`src/rtl/bcd_conv_scheduler.sv`:
```
// Shared binary-to-BCD converter for the 7-segment path: round-robin between two
// requesters, one double-dabble iteration per clock, registered three-digit result.
module bcd_conv_scheduler #(
  parameter int WIDTH   = 32,
  parameter int MAX_VAL = 999
) (
  input  logic             clock,
  input  logic             reset,
  input  logic             req_a,
  input  logic [WIDTH-1:0] data_a,
  output logic             ack_a,
  input  logic             req_b,
  input  logic [WIDTH-1:0] data_b,
  output logic             ack_b,
  output logic             busy,
  output logic             done,
  output logic             src,
  output logic             overflow,
  output logic [3:0]       unidade,
  output logic [3:0]       dezena,
  output logic [3:0]       centena
);

  localparam int CW = (WIDTH > 1) ? $clog2(WIDTH) : 1;
  localparam logic [WIDTH-1:0] MAX_V = WIDTH'(MAX_VAL);

  typedef enum logic {IDLE, SHIFT} state_t;

  state_t           state_reg, state_next;
  logic [WIDTH-1:0] shift_reg, shift_next;
  logic [11:0]      acc_reg, acc_next;        // {cent, dez, uni}
  logic [CW-1:0]    cnt_reg, cnt_next;
  logic             last_b_reg, last_b_next;  // 1 when B was granted last
  logic             ovf_pend_reg, ovf_pend_next;
  logic             id_reg, id_next;

  logic             ack_a_reg, ack_a_next;
  logic             ack_b_reg, ack_b_next;
  logic             done_reg, done_next;
  logic             src_reg, src_next;
  logic             overflow_reg, overflow_next;
  logic [11:0]      digits_reg, digits_next;

  logic [11:0]      acc_adj;
  logic [11:0]      acc_shifted;
  logic             grant_b;
  logic [WIDTH-1:0] grant_data;

  // Add-3 correction per digit, evaluated on the pre-shift accumulator.
  for (genvar gi = 0; gi < 3; gi++) begin : g_adj
    assign acc_adj[gi*4 +: 4] = (acc_reg[gi*4 +: 4] >= 4'd5) ?
                                (acc_reg[gi*4 +: 4] + 4'd3) : acc_reg[gi*4 +: 4];
  end

  // The bit leaving cent[3] falls off the top of the 12-bit shift.
  assign acc_shifted = (acc_adj << 1) | {11'd0, shift_reg[WIDTH-1]};

  assign grant_b    = req_b && (!req_a || !last_b_reg);
  assign grant_data = grant_b ? data_b : data_a;

  always_comb begin
    state_next    = state_reg;
    shift_next    = shift_reg;
    acc_next      = acc_reg;
    cnt_next      = cnt_reg;
    last_b_next   = last_b_reg;
    ovf_pend_next = ovf_pend_reg;
    id_next       = id_reg;
    ack_a_next    = 1'b0;
    ack_b_next    = 1'b0;
    done_next     = 1'b0;
    src_next      = src_reg;
    overflow_next = overflow_reg;
    digits_next   = digits_reg;

    case (state_reg)
      IDLE: begin
        if (req_a || req_b) begin
          shift_next    = grant_data;
          acc_next      = 12'd0;
          cnt_next      = CW'(WIDTH - 1);
          ovf_pend_next = (grant_data > MAX_V);
          id_next       = grant_b;
          last_b_next   = grant_b;
          ack_a_next    = !grant_b;
          ack_b_next    = grant_b;
          state_next    = SHIFT;
        end
      end
      SHIFT: begin
        acc_next   = acc_shifted;
        shift_next = shift_reg << 1;
        cnt_next   = cnt_reg - 1'b1;
        if (cnt_reg == '0) begin
          if (ovf_pend_reg) begin
            digits_next   = 12'hFFF;
            overflow_next = 1'b1;
          end else begin
            digits_next   = acc_shifted;
            overflow_next = 1'b0;
          end
          src_next   = id_reg;
          done_next  = 1'b1;
          state_next = IDLE;
        end
      end
      default: state_next = IDLE;
    endcase
  end

  always_ff @(posedge clock) begin
    if (!reset) begin
      state_reg    <= IDLE;
      shift_reg    <= '0;
      acc_reg      <= '0;
      cnt_reg      <= '0;
      last_b_reg   <= 1'b1;
      ovf_pend_reg <= 1'b0;
      id_reg       <= 1'b0;
      ack_a_reg    <= 1'b0;
      ack_b_reg    <= 1'b0;
      done_reg     <= 1'b0;
      src_reg      <= 1'b0;
      overflow_reg <= 1'b0;
      digits_reg   <= '0;
    end else begin
      state_reg    <= state_next;
      shift_reg    <= shift_next;
      acc_reg      <= acc_next;
      cnt_reg      <= cnt_next;
      last_b_reg   <= last_b_next;
      ovf_pend_reg <= ovf_pend_next;
      id_reg       <= id_next;
      ack_a_reg    <= ack_a_next;
      ack_b_reg    <= ack_b_next;
      done_reg     <= done_next;
      src_reg      <= src_next;
      overflow_reg <= overflow_next;
      digits_reg   <= digits_next;
    end
  end

  assign busy     = (state_reg == SHIFT);
  assign ack_a    = ack_a_reg;
  assign ack_b    = ack_b_reg;
  assign done     = done_reg;
  assign src      = src_reg;
  assign overflow = overflow_reg;
  assign centena  = digits_reg[11:8];
  assign dezena   = digits_reg[7:4];
  assign unidade  = digits_reg[3:0];

endmodule

```
`config.mk`:
```
export PLATFORM = sky130hd
export DESIGN_NAME = bcd_conv_scheduler
export DESIGN_NICKNAME = d
export VERILOG_FILES = /design/src/rtl/bcd_conv_scheduler.sv
export SDC_FILE = /design/constraint.sdc
export NUM_CORES = 1
export LEC_CHECK = 0
export CAP_MARGIN = 5
export CORE_MARGIN = 1
export CORE_UTILIZATION = 30
export CTS_BUF_LIST = sky130_fd_sc_hd__clkbuf_8
export DETAILED_ROUTE_END_ITERATION = 7
export HOLD_SLACK_MARGIN = 0.15
export MAX_ROUTING_LAYER = met4
export PLACE_DENSITY_LB_ADDON = 0.12
export SYNTH_ARGS = -nofsm -noshare
export SYNTH_HDL_FRONTEND = slang
export SYNTH_SLANG_ARGS = --single-unit
```
`constraint.sdc`:
```
create_clock -name clock -period 1.2 [get_ports clock]
set_input_delay 0.24 -clock clock [delete_from_list [all_inputs] [get_ports clock]]
set_output_delay 0.24 -clock clock [all_outputs]
set_load 0.02 [all_outputs]
```
==> results of run 1 <==
==> cell families (layout without fill, tap and decap cells) <==
| family | Yosys count | count (layout) |
|---|---|---|
| XOR/XNOR | 3 | 3 |
| adder cells (fa/ha/maj) | 8 | 8 |
| AND/OR/NAND/NOR | 233 | 234 |
| multiplexers | 4 | 4 |
| flip-flops | 70 | 70 |
| AO/OA/AOI/OAI | 118 | 118 |
| buffers and inverters | 48 | 203 |
| other | 0 | 1 |
==> cell usage in the layout (no fill, tap or decap), drive strengths merged, types with 2 or more instances in the layout <==
cell type      count
a21oi             23
and3               6
buf              105
bufinv             2
clkbuf            11
clkdlybuf4s15      5
clkdlybuf4s50     52
clkinv             3
dfxtp             70
dlygate4sd2        8
dlymetal6s2s       3
ha                 8
inv               13
mux2i              4
nand2             79
nand2b             3
nand3             62
nand4              5
nor2              40
nor3              24
nor3b              2
nor4               6
o21a               3
o21ai             81
or2                3
or4                2
xnor2              3
==> per-stage QoR <==
step,area (sq um),hold slack (ns),setup slack (ns),power (uW)
global placement,5150,0.438,-0.609,3860
detailed placement,5150,0.449,-0.688,3870
global route,6420,0.311,-0.280,6670
finish,6420,0.308,-0.177,6380
CTS,5860,0.303,-0.159,6180
floorplan,3700,0.364,-0.108,3220
==> power groups by stage <==
stage | sequential [uW] | clock [uW] | combinational (uW)
2_1_floorplan | 2640 | 0 | 575
3_3_place_gp | 2630 | 0 | 1230
3_5_place_dp | 2630 | 0 | 1240
4_1_cts | 2590 | 2150 | 1440
5_1_grt | 2610 | 2270 | 1790
6_report | 2600 | 2130 | 1660
==> per-layer routing <==
metal / global-route usage [%] / up-vias / wire, um
met1: 26.2 / 1934 / 5480
met2: 34.2 / 96 / 6100
li1: - / 2003 / -
met3: 3.85 / 18 / 504
met4: 6.38 / 0 / 183
met5: - / - / 0
==> path summary, 6_finish.rpt <==
kind | start | end | slack [ns]
setup / recovery | acc_reg[0]$_SDFFE_PN0P_ | acc_reg[4]$_SDFFE_PN0P_ | -0.18
hold / removal | data_a[23] | shift_reg[23]$_SDFFE_PN0P_ | 0.31
setup reg to reg | acc_reg[0]$_SDFFE_PN0P_ | acc_reg[4]$_SDFFE_PN0P_ | -0.18
hold reg to reg | shift_reg[25]$_SDFFE_PN0P_ | shift_reg[26]$_SDFFE_PN0P_ | 0.46
==> repair_timing <==
| item | 4_1_cts | 5_1_grt |
|---|---|---|
| gates cloned | 4 | 1 |
| setup endpoints to repair | 85 | 74 |
| gates resized for setup | 182 | 145 |
| buffers inserted | 8 | 9 |
| pin swaps | 60 | 96 |
==> critical path, delay by kind of cell (launching register included) <==
kind / cells / cell delay [ns]
AO/OA/AOI/OAI: 3 / 0.73
flip-flops: 1 / 0.37
AND/OR/NAND/NOR: 2 / 0.18
==> area by class of cell <==
class	instances	area share (%)
Inverter	12	1.01
Clock buffer	10	2.14
Sequential cell	70	22.3
Tap cell	143	2.79
Timing Repair Buffer	175	25.8
Antenna cell	1	0.0390
Multi-Input combinational cell	367	44.7
Clock inverter	6	1.21
==> key figures, run 1 <==
Status
  – Status: finished, violations left
  – Failing checks: setup timing

Global route
  – First-pass GRT wire length: 18.7 mm
  – Initial antenna violation count: 1
  – Largest net degree at the start of global routing: 32
  – Total congestion overflow: 0
  – Gr usage total: 21.0%
  – Number of global-route vias before repair: 3884

Route
  – Drt first pass iters: 5
  – Routed len/inst: 15.6 um
  – # DRC: 0
  – Via count: 4051
  – Initial DRC Count: 185
  – Antenna-violating nets left: 0
  – DRT Wirelength: 12.3 mm
  – Vias per cell: 5.17

Finish
  – Largest register FFs: 32
  – Multi-input logic area: 2870 sq um
  – Nets@finish: 711
  – Layout area overhead: 83.8%
  – Final cell count without fillers: 784
  – Core Util, Final: 56.4%
  – FILL cells: 1032
  – Sequential Area: 1430 sq um
  – Fraction of layout cells with a size suffix above 1: 47.8%

Timing
  – Worst Skew: 0.00584 ns
  – Final setup TNS: -5.53 ns
  – Setup Viol. Count Final: 55
  – Final setup margin: -0.177 ns
  – Final hold violation count: 0
  – F_max: 0.726 GHz
  – Final worst-path cycle share: 115%
  – RSZ-0062 raised after global routing: yes
  – Slew margin rel.: 70.2%
  – Slew @ Worst Pin: 0.443 ns
  – Max Slew Vio Count: 0
  – Crit path time final: 1.38 ns

Clock tree
  – Clock transition at the registers of the reported paths: 0.08 ns
  – CTS sink cnt: 70
  – H-tree depth: 3
  – CTS tree: yes
  – CTS Buf Count: 9
  – Cts hold-fix bufs: 0
  – Clock root cell: clkbuf_8
  – Max Buffers Root-to-Sink: 2
  – Clock Latency Late Sink: 0.35 ns

Worst setup path
  – Startpoint Class: flop
  – Req. time, crit path: 1.45 ns
  – Max incr delay on CP: 0.39 ns
  – Crit path cell chain: o21ai_0 -> nor3b_2 -> a21oi_2 -> nor2_1 -> o21a_1
  – Setup crit end kind: flop
  – CP max FO: 4
  – R2R depth: 5
  – Critical path type: flop to flop
  – Critical path arrival: 1.63 ns
  – Crit-path slowest cell: o21ai_0

Pwr
  – Pwr/cell area: 994 nW/um^2
  – Cell Int Power: 4510 uW
  – Leak: 0.00270 uW
  – Seq pwr share: 40.7%
  – Clk network pwr share: 33.3%
  – Psw: 1870 uW
  – Logic pwr share: 26.0%
  – Worst VDD drop: 0.000513 V
  – Switching share of total power: 29.3%

Die
  – Starting Density: 30.7%
  – Number of cell rows: 39
  – IO Pins: 86
  – Die H: 110 um
  – Total core area: 11400 sq um
  – DIE AREA: 12100 sq um
  – Die width: 110 um

Run
  – Max Cap Violations: 0

Synth
  – Commonest cells post-synth: 79 x nand2_1, 70 x dfxtp_1, 70 x o21ai_1, 62 x nand3_1, 39 x nor2_1
  – Number of enable flip-flop cells after synthesis: 0
  – Asr flop ratio synth: 0%
  – Synth Area in Compound Gates: 18.6%
  – Mapped Avg Cell Area: 7.21 sq um
  – Count of cell types in the netlist: 42
  – Syn_nets: 560
  – Register bit total from synthesis: 70
  – Synth top area share: 40.1%
  – Mux cell area share after synthesis: 1.15%
  – Simple-gate share of the synthesized area: 30.8%
  – Sequential element share of the synthesized area: 40.1%
  – Largest family of logic cells by synthesized area: simple AND/OR/NAND/NOR gates
  – Syn Inst Count: 484
  – Post-Synth Adder-Cell Area: 2.87%
  – Top cells by area, synth: dfxtp_1 40%, o21ai_1 10%, nand3_1 8.9%, nand2_1 8.5%, nor2_1 4.2%
  – Prevailing post-synth register cell: dfxtp_1
  – Synth warn: 0
  – Cell Area, Synth: 3490 sq um
  – Post-synthesis xor/xnor area fraction: 0.753%
  – Count leader, synth: nand2_1
  – Synth area leader: dfxtp_1

Min path
  – WHS Path Cells: 5
  – Worst Hold Class: primary input to flop

Place
  – Gpl congestion: 0.833
  – Port Buffer Count: 85
  – HPWL after detailed placement: 7.86 mm
  – Dpl cells: 747
Power figures use the tool's default switching activity.
==> run 2: changes to the inputs <==
Clock period 1.2 ns to 1.5 ns, I/O delays scaled along.
==> run 2 against run 1 <==
Against the previous run:
- the flow now finishes without violations
- wire length decreased by 12%
- register-to-register slack gained 0.26 ns
- first-iteration DRC count fell by 28%
- sequential share of layout area increased by 4.5 points
- clock power down 18%
- via count fell by 8.7%
- clock-buffer cell count grew 2
- highest routed layer unchanged
==> key figures, run 2 (synthesis results as in run 1) <==
Status
  – Status: finished clean

Place
  – Gpl congestion: 0.877 (+5.3%)
  – Port Buffer Count: 85 (unchanged)
  – HPWL after detailed placement: 7.64 mm (-2.8%)
  – Post-DP Area: 4800 sq um (-6.8%)

Worst setup path
  – Worst path top cell family by delay: flip-flops
  – Crit-path slowest cell: dfxtp_2
  – Critical path type: flop to output port
  – CP Depth: 1 (-4)
  – Startpoint Class: flop
  – Req. time, crit path: 1.20 ns (-0.25 ns)
  – CP max FO: 5 (+1)
  – CP bufs+invs: 1 (+1)
  – R2R depth: 6 (+1)
  – Critical path arrival: 1.15 ns (-0.48 ns)
  – Max incr delay on CP: 0.44 ns (+0.05 ns)
  – Crit path cell chain: dlygate4sd2_1
  – Setup crit end kind: output port

Timing
  – Worst Skew: 0.0102 ns (+0.00433 ns)
  – Final hold violation count: 0 (unchanged)
  – Setup Viol. Count Final: 0 (-100%)
  – Hold_ws: 0.370 ns (+0.0616 ns)
  – Slew margin rel.: 78.9% (+8.7 points)
  – Max Slew Vio Count: 0 (unchanged)
  – Final setup TNS: 0 ns (+5.53 ns)
  – Crit path time final: 1.45 ns
  – F_max: 0.691 GHz
  – Final worst-path cycle share: 96.5%
  – Slew @ Worst Pin: 0.308 ns (-0.135 ns)

Clock tree
  – Cts hold-fix bufs: 0 (unchanged)
  – CTS tree: yes
  – Clock transition at the registers of the reported paths: 0.07 ns (about the same)
  – Setup bufs post-CTS: 0 (-8)
  – Max Buffers Root-to-Sink: 2 (unchanged)
  – Clock Latency Late Sink: 0.35 ns (about the same)
  – Clock root cell: clkbuf_8
  – CTS sink cnt: 70 (unchanged)
  – H-tree depth: 3 (unchanged)
  – CTS Buf Count: 9 (unchanged)

Route
  – # DRC: 0 (unchanged)
  – Initial DRC Count: 133 (-28%)
  – Routed len/inst: 14.6 um (-6.9%)
  – DRT Wirelength: 10.8 mm (-12%)
  – Antenna-violating nets left: 0 (unchanged)
  – Vias per cell: 5.00 (-3.3%)
  – Via count: 3699 (-8.7%)
  – Drt first pass iters: 4 (-1)

Pwr
  – Cell Int Power: 3540 uW (-22%)
  – Psw: 1260 uW (-33%)
  – Seq pwr share: 43.0% (+2.3 points)
  – Switching share of total power: 26.3% (-3.0 points)
  – Power after layout: 4800 uW (-25%)
  – Logic pwr share: 20.4% (-5.6 points)
  – Pwr/cell area: 914 nW/um^2 (-8.0%)
  – Clk network pwr share: 36.6% (+3.3 points)
  – Leak: 0.00232 uW (-14%)
  – Worst VDD drop: 0.000350 V (-32%)

Min path
  – Worst Hold Class: primary input to flop
  – WHS Path Cells: 4 (-1)

Die
  – Die H: 110 um (unchanged)
  – Die width: 110 um (unchanged)
  – Number of cell rows: 39 (unchanged)
  – Starting Density: 30.7% (unchanged)
  – Total core area: 11400 sq um (unchanged)
  – IO Pins: 86 (unchanged)
  – DIE AREA: 12100 sq um (unchanged)

Finish
  – Design area: 5250 sq um (-18%)
  – Most common cell after layout, fill and taps aside: nand2_1
  – Core Util, Final: 46.2% (-10 points)
  – Fraction of layout cells with a size suffix above 1: 17.1% (-31 points)
  – Largest register FFs: 32 (unchanged)
  – Layout area overhead: 50.3%
  – Nets@finish: 668 (-6.0%)
  – Most frequent cells in the layout: 79 x nand2_1, 69 x o21ai_1, 66 x dfxtp_1
  – Ant. Diodes: 0 (-1)
  – FILL cells: 1137 (+10%)

Global route
  – Number of global-route vias before repair: 3510 (-9.6%)
  – First-pass GRT wire length: 17.2 mm (-8.2%)
  – Largest net degree at the start of global routing: 51 (+59%)
  – Initial antenna violation count: 0 (-1)
  – Total congestion overflow: 0 (unchanged)
  – Gr usage total: 19.0% (-2.0 points)

Run
  – Max Cap Violations: 0 (unchanged)
==> run 2: cell types whose count changed in the layout (fill, tap and decap cells not counted), sizes merged <==
cell / previous run / this run
diode: 1 / 0
clkdlybuf4s15: 5 / 0
clkdlybuf4s50: 52 / 55
inv: 13 / 12
or2: 3 / 2
dlymetal6s2s: 3 / 12
clkbuf: 11 / 13
buf: 105 / 46
clkinv: 3 / 2
dlygate4sd2: 8 / 18
==> run 2: layout make-up <==
cell class | instances | area (sq um) | area share (%)
Timing Repair Buffer | 133 | 1360 | 25.8
Inverter | 12 | 45.0 | 0.858
Clock inverter | 4 | 68.8 | 1.31
Clock buffer | 12 | 165 | 3.15
Multi-Input combinational cell | 366 | 2030 | 38.6
Tap cell | 143 | 179 | 3.41
Sequential cell | 70 | 1410 | 26.8
==> run 2: timing repair <==
item	in CTS	in global routing
gates cloned	1	1
endpoints found under the setup margin	27	42
pin swaps	0	14
endpoints found under the hold margin	0	0
resized for setup	25	43
==> run 2: worst paths after layout <==
check | start | to | slack [ns]
max | busy$_SDFF_PN0_ | busy | 0.05
min | req_b | last_b_reg$_SDFFE_PN1P_ | 0.37
max reg2reg | last_b_reg$_SDFFE_PN1P_ | ovf_pend_reg$_SDFFE_PN0P_ | 0.08
min reg2reg | id_reg$_SDFFE_PN0P_ | src$_SDFFE_PN0P_ | 0.45
==> run 2: stage by stage <==
| step | worst slack [ns] | std cells |
|---|---|---|
| final | 0.0521 | 740 |
| after global routing | -0.0113 | 740 |
| after CTS | -0.119 | 739 |
| after detailed placement | -0.567 | 722 |
| after global placement | -0.401 | 722 |
| after floorplan | 0.0419 | 484 |
==> run 2: worst min-delay path, cell delays in order <==
cell            delay [ns]
dlymetal6s2s_1        0.15
buf_4                 0.13
nand2_1               0.04
nand3_1               0.06
==> run 2: power groups by stage <==
stage	sequential, uW	combinational (uW)	clock, uW
3_5_place_dp	2100	947	0
5_1_grt	2080	1070	1880
2_1_floorplan	2110	434	0
6_report	2060	979	1750
3_3_place_gp	2100	940	0
4_1_cts	2060	953	1810
==> run 2: metal layers <==
| layer | vias to the layer above | routed length, um | GRT usage [%] |
|---|---|---|---|
| met3 | 11 | 437 | 3.08 |
| li1 | 1910 | - | - |
| met5 | - | 0 | - |
| met2 | 98 | 4900 | 29.6 |
| met4 | 0 | 159 | 7.52 |
| met1 | 1680 | 5280 | 24.5 |
